[src/rtl/if_stage_prefetch.sv]
// Instruction-fetch stage: issues one outstanding fetch at a time to a variable-latency
// memory port and buffers returned {pc, instruction} pairs in a small prefetch queue.
module if_stage_prefetch #(
    parameter int                    WORD_WIDTH  = 32,
    parameter int                    PC_STEP     = 1,
    parameter logic [WORD_WIDTH-1:0] RESET_PC    = '0,
    parameter int                    QUEUE_DEPTH = 4
) (
    input  logic                  clk,
    input  logic                  rst,
    input  logic                  freeze,
    input  logic                  branch_taken,
    input  logic [WORD_WIDTH-1:0] branch_addr,
    output logic                  mem_req,
    output logic [WORD_WIDTH-1:0] mem_addr,
    input  logic                  mem_rvalid,
    input  logic [WORD_WIDTH-1:0] mem_rdata,
    output logic                  valid,
    output logic [WORD_WIDTH-1:0] pc,
    output logic [WORD_WIDTH-1:0] instruction
);

    localparam int PTR_W = $clog2(QUEUE_DEPTH);
    localparam int CNT_W = $clog2(QUEUE_DEPTH + 1);

    logic [WORD_WIDTH-1:0] fetch_pc;
    logic [WORD_WIDTH-1:0] req_pc;
    logic                  busy;
    logic                  drop;
    logic [PTR_W-1:0]      rd_ptr;
    logic [PTR_W-1:0]      wr_ptr;
    logic [CNT_W-1:0]      count;

    logic [WORD_WIDTH-1:0] q_pc    [QUEUE_DEPTH];
    logic [WORD_WIDTH-1:0] q_instr [QUEUE_DEPTH];

    logic             resp;
    logic             push;
    logic             pop;
    logic             issue;
    logic [CNT_W:0]   occupancy;

    // Occupancy includes the in-flight fetch; a same-cycle pop is deliberately not credited.
    assign occupancy = {1'b0, count} + (CNT_W + 1)'(busy);
    assign resp      = mem_rvalid && busy;
    assign push      = resp && !drop && !branch_taken;
    assign pop       = valid && !freeze && !branch_taken;
    assign issue     = !rst && !branch_taken && (!busy || mem_rvalid) &&
                       (occupancy < (CNT_W + 1)'(QUEUE_DEPTH));

    assign mem_req     = issue;
    assign mem_addr    = fetch_pc;
    assign valid       = (count != '0);
    assign pc          = valid ? q_pc[rd_ptr]    : '0;
    assign instruction = valid ? q_instr[rd_ptr] : '0;

    always_ff @(posedge clk or posedge rst) begin
        if (rst) begin
            fetch_pc <= RESET_PC;
            busy     <= 1'b0;
            drop     <= 1'b0;
            count    <= '0;
            rd_ptr   <= '0;
            wr_ptr   <= '0;
        end else begin
            if (issue) begin
                busy <= 1'b1;
            end else if (resp) begin
                busy <= 1'b0;
            end

            // A redirect with a fetch still pending poisons that response.
            if (branch_taken && busy && !mem_rvalid) begin
                drop <= 1'b1;
            end else if (resp) begin
                drop <= 1'b0;
            end

            if (branch_taken) begin
                fetch_pc <= branch_addr;
            end else if (issue) begin
                fetch_pc <= fetch_pc + WORD_WIDTH'(PC_STEP);
            end

            if (branch_taken) begin
                count  <= '0;
                rd_ptr <= wr_ptr;
            end else begin
                count <= count + CNT_W'(push) - CNT_W'(pop);
                if (pop) begin
                    rd_ptr <= rd_ptr + 1'b1;
                end
            end

            if (push) begin
                wr_ptr <= wr_ptr + 1'b1;
            end
        end
    end

    always_ff @(posedge clk) begin
        if (issue) begin
            req_pc <= fetch_pc;
        end
        if (push) begin
            q_pc[wr_ptr]    <= req_pc;
            q_instr[wr_ptr] <= mem_rdata;
        end
    end

endmodule

[config.mk]
export PLATFORM = sky130hd
export DESIGN_NAME = if_stage_prefetch
export DESIGN_NICKNAME = d
export VERILOG_FILES = /design/src/rtl/if_stage_prefetch.sv
export SDC_FILE = /design/constraint.sdc
export NUM_CORES = 1
export LEC_CHECK = 0
export CORE_ASPECT_RATIO = 1.75
export CORE_MARGIN = 2
export CORE_UTILIZATION = 55
export DETAILED_ROUTE_END_ITERATION = 7
export PLACE_DENSITY = 0.8
export SLEW_MARGIN = 5
export SYNTH_ARGS = -nofsm -noshare
export SYNTH_HDL_FRONTEND = slang
export SYNTH_SLANG_ARGS = --single-unit
[constraint.sdc]
create_clock -name clk -period 3.64 [get_ports clk]
set_input_delay 0.364 -clock clk [delete_from_list [all_inputs] [get_ports clk]]
set_output_delay 0.364 -clock clk [all_outputs]
set_load 0.02 [all_outputs]
Word-level counts from Yosys, hierarchy flattened:

Memories as Yosys holds them, arrays and structs flattened.
Cells that the tools add are included.

* flip-flop bits (word level): 73
* bits in latches: 0
* memory bits (writable): 256
* memory bits (read-only): 0
* output and inout port bits: 98
* logic and storage cells: 50
* memories: 2

Memories
* q_instr: depth 4, bits a word 32, rd ports 1, clocked after memory_dff 0, wr ports 1, RTL line 35 `logic [WORD_WIDTH-1:0] q_instr [QUEUE_DEPTH];`
* q_pc: depth 4, bits a word 32, rd ports 1, clocked after memory_dff 0, wr ports 1, RTL line 34 `logic [WORD_WIDTH-1:0] q_pc [QUEUE_DEPTH];`

* $add $sub $neg: 6
* $mul: 0
* divide/modulo/power cells: 0
* $lt $le $gt $ge: 1
* eq/ne operators: 0
* shift operators: 0
* muxes and demuxes: 12
* bitwise gates (word level): 0
* reductions and logical operators: 22

Operators by type and width (number)
* $mux W32: 4
* $add A32 B1 Y32 const B: 1
* $logic_and A1 B1 Y1: 10
* $reduce_bool A2 Y1: 4
* $logic_not A1 Y1: 6
* $mux W1: 5
* $add A2 B1 Y2 const B: 2
* $add A3 B1 Y4: 1
* $lt A4 B3 Y1 const B: 1
* $mux W2: 2
* $add A3 B1 Y3: 1
* $mux W3: 1
* $reduce_bool A3 Y1: 1
* $sub A3 B1 Y3: 1
* $logic_or A1 B1 Y1: 1

Depth between registers and ports, before layout:

* word-level depth: 6
* depth in mapped cells: 11
* gate-level depth less buffers: 10

Worst setup path before layout:

No wires, ideal clock.

* kind: register to register
* from: reg count[1]
* to: reg req_pc[0], enable pin
* setup time: 0.433 ns
* arrival time: 2.865 ns
* required time: 3.207 ns
* setup slack: 0.342 ns
* stages on the path, launching flop included: 7
* path buffers: 1
* period minus slack after synthesis: 3.298 ns
* path through: dfrtp_1 ha_1 o21ai_0 and3_1 buf_2 nor2_2 nor2_1

* word-level cells in the longest chain between the ends: 3

Ends and longest elaborated chain
* start: declaration: RTL line 32 `logic [CNT_W-1:0] count;`
* start signal: assignment: RTL line 89 `count <= count + CNT_W'(push) - CNT_W'(pop);`
* $add A3 B1 Y4: RTL line 44 `assign occupancy = {1'b0, count} + (CNT_W + 1)'(busy);`
* $lt A4 B3 Y1: RTL line 49 `(occupancy < (CNT_W + 1)'(QUEUE_DEPTH));`
* $logic_and A1 B1 Y1: RTL line 48 `assign issue = !rst && !branch_taken && (!busy || mem_rvalid) &&`
* via mem_req: RTL line 14 `output logic mem_req,`
* end signal: assignment: RTL line 103 `req_pc <= fetch_pc;`
* end: declaration: RTL line 27 `logic [WORD_WIDTH-1:0] req_pc;`

The timed path passes the listed nets, and every way through them passes these cells.
A chain may end at the register's enable or synchronous reset.

Final worst setup path:

* from: reg rd_ptr[0]
* to: out instruction[30]

* word-level cells in the longest chain between the ends: 2

Ends and longest elaborated chain
* start: declaration: RTL line 30 `logic [PTR_W-1:0] rd_ptr;`
* start signal: assignment: RTL line 87 `rd_ptr <= wr_ptr;`
* start signal: assignment: RTL line 91 `rd_ptr <= rd_ptr + 1'b1;`
* $mem_v2 Z4 W32
* $mux W32: RTL line 55 `assign instruction = valid ? q_instr[rd_ptr] : '0;`
* end: declaration: RTL line 20 `output logic [WORD_WIDTH-1:0] instruction`

Every way passes these cells.

==> out/qor.yml <==
synthesis:
  yosysUniqueCellTypes: 48
  syn_nets: 787
  synth_flop_cell: "edfxtp_1"
  syn_inst: 709
  netlist_area_um2: 13100
  syn_area_per_cell_um2: 18.4
  ys_ff_latch: 329
  ys_seq_area_frac: 0.740
  synth_enable_flop_cells: 288
  yosysWarnings: 0
  async_flop_share: 0.125
setup_path:
  crit_chain: "buf_4 > mux4_2 > and2_1 > clkdlybuf4s50_1"
  worstPathMaxFanout: 27
  cp.arrival_ns: 2.76
  cp.depth: 4
  worstSetupEndpointType: "output pin"
  crit_slowest_cell: "mux4_2"
  crit_required_ns: 3.28
  reg2reg_depth: 6
  critPathBufInv: 2
  max_stage_delay_ns: 0.61
  critPathKind: "flip-flop to output pin"
  cp-start-kind: "flip-flop"
  critPathTopFamily: "buffers and inverters"
clocking:
  cts_tree: "built"
  cts_root_buf: "clkbuf_16"
  path_clk_slew_ns: 0.07
  cts.path.max_buffers: 3
  clk_latency_ns: 0.53
  cts_resized: 0
  clock_sinks: 329
  numCtsBuffers: 28
  cts_setup_buffers: 0
  cts_hold_buf: 0
  cts_max_level: 1
power:
  combPwrFrac: 0.323
  swShare: 0.296
  internal_power_mw: 7.70
  p_leak_nw: 5.33
  finalPower_mw: 10.9
  switchingPower_mw: 3.24
  p_seq_frac: 0.424
  powerDensity_nw_per_um2: 682
  peakVddDrop_uv: 469
  p_clk_frac: 0.253
floorplanning:
  die_y_um: 208
  dieArea_um2: 25100
  ios: 167
  rows: 74
  start_util: 0.561
  core_area_um2: 23300
  fp.dieW_um: 121
hold_path:
  holdCritPathClass: "input port to async pin"
timing:
  rsz0062_at_grt: "false"
  fin_tns_setup_ns: 0
  finalSetupViolations: 0
  maxSlewViolCount: 0
  max_slew_margin: 0.387
  max_clock_freq_ghz: 0.321
  hold_violations: 0
  clock_skew_ns: 0.0134
  period_minus_slack_ns: 3.12
  tightest_slew_ns: 0.920
  period_share: 0.857
placed_design:
  hpwl_mm: 15.8
  port_buffers: 166
  gp_congestion: 0.906
  place_area_um2: 15200
global_route:
  grt_max_degree: 70
  antenna_found_initial: 1
  track_usage: 0.203
  grt_overflow: 0
  grt_pass1_wl_mm: 39.3
  grt_pass1_vias: 7298
cells_and_area:
  drive_gt1_frac: 0.156
  final_area_um2: 16100
  nNetsFinal: 967
  seq_area_um2: 9680
  fillCellCount: 1560
  area_growth_pct: 22.7
  multiInputGateArea_um2: 3230
routing:
  viasPerCell: 5.75
  ant_nets: 0
  routed_wl_mm: 25.1
  drt_pass1_iterations: 5
  drtIter0Drc: 470
  vias: 6996
  route.detailed.drc: 0
  wire_per_inst_um: 20.6
status:
  status: "complete, no violations"
run:
  maxCapViolations: 0
==> cells in the final DEF (no fill, tap or decap), drive strengths merged, types with 7 or more instances in the layout <==
master	n
clkdlybuf4s50	165
xor2	17
inv	11
edfxtp	288
nand2	33
clkinv	14
nand3	14
clkbuf	36
and2	69
ha	8
o21ai	28
buf	19
nor2	18
o211ai	9
dfrtp	41
o2111ai	9
or4	7
mux4	64
==> sequential cells by signal, summed over array words and instances (netlist names) <==
name,cells
busy,1
req_pc,32
drop,1
wr_ptr,2
q_pc,128
count,3
mem_addr,32
rd_ptr,2
q_instr,128
==> cell usage after synthesis, drive strengths merged, types with 3 or more instances <==
library cell | number | area (um2)
edfxtp | 288 | 8650
and2 | 69 | 432
mux4 | 64 | 1440
dfrtp | 41 | 1030
nand2 | 33 | 124
o21ai | 28 | 140
clkbuf | 20 | 75.1
nor2 | 18 | 70.1
xor2 | 17 | 149
buf | 14 | 76.3
nand3 | 14 | 75.1
inv | 11 | 41.3
o2111ai | 9 | 85.1
o211ai | 9 | 67.6
ha | 8 | 100
or4 | 7 | 52.6
nand4 | 6 | 50.0
nor3 | 6 | 30.0
and3 | 5 | 32.5
nor2b | 5 | 31.3
xnor2 | 5 | 43.8
a22oi | 4 | 30.0
a31oi | 4 | 25.0
o31ai | 4 | 35.0
mux2 | 3 | 33.8
nor4 | 3 | 40.0
==> worst register-to-register path, delay by kind of cell, from the launching register on <==
kind            cells  cell delay, ns
compound gates      2            0.51
simple gates        2            0.69
flops               1            0.50
mux                 1            0.31
fa+ha+maj           1            0.24
==> metal layers <==
metal	up-vias	part of all wire	track usage	wire (um)
met5	-	0	0	0
met4	0	0.029	0.0730	733
met3	46	0.052	0.0304	1290
met2	236	0.53	0.357	13400
met1	3557	0.39	0.254	9660
li1	3157	-	-	-
==> final cells by class <==
class	instances	share of cell area
repair buffers	184	0.116
inverters	11	0.00257
diodes	1	0.000156
multi-input cells	335	0.201
flip-flops and latches	329	0.603
well taps	304	0.0237
clock buffers	36	0.0469
clock inverters	16	0.00670
==> worst paths after layout <==
check / start / to / slack [ns]
max: rd_ptr[0]$_DFFE_PP0P_ / instruction[30] / 0.52
min: rst / mem_addr[15]$_DFFE_PP0P_ / 0.13
max reg2reg: mem_addr[0]$_DFFE_PP0P_ / mem_addr[18]$_DFFE_PP0P_ / 1.28
min reg2reg: req_pc[7]$_DFFE_PP_ / q_pc[0][7]$_DFFE_PP_ / 0.49
max in group asynchronous: rst / rd_ptr[0]$_DFFE_PP0P_ / 2.75
min in group clk: branch_taken / wr_ptr[0]$_DFFE_PP0N_ / 0.38
==> cell families after synthesis <==
kind of cell / share of synthesized area
buffers and inverters: 0.0147
xor gates and xnor gates: 0.0147
DFF: 0.740
muxes: 0.114
adders and majority gates: 0.00918
AOI/OAI and AO/OA: 0.0322
and+or+nand+nor: 0.0752
==> metrics by stage <==
stage,std cells,hold WS [ns],util,setup WS (ns)
after floorplan,709,0.454,-,0.342
after global placement,1163,0.471,0.651,1.00
after detailed placement,1163,0.481,0.651,0.992
after CTS,1215,0.0993,0.688,0.427
after global routing,1216,0.128,0.688,0.331
final,1216,0.128,0.688,0.520
==> power by group through the flow <==
| stage | sequential, mW | clock, mW | combinational (mW) |
|---|---|---|---|
| finish | 4.64 | 2.77 | 3.53 |
| global route | 4.67 | 2.96 | 3.79 |
| CTS | 4.64 | 2.83 | 3.62 |
| detailed placement | 4.72 | 0 | 3.59 |
| global placement | 4.71 | 0 | 3.56 |
| floorplan | 4.62 | 0 | 2.19 |
(Power assumes the default switching activity.)
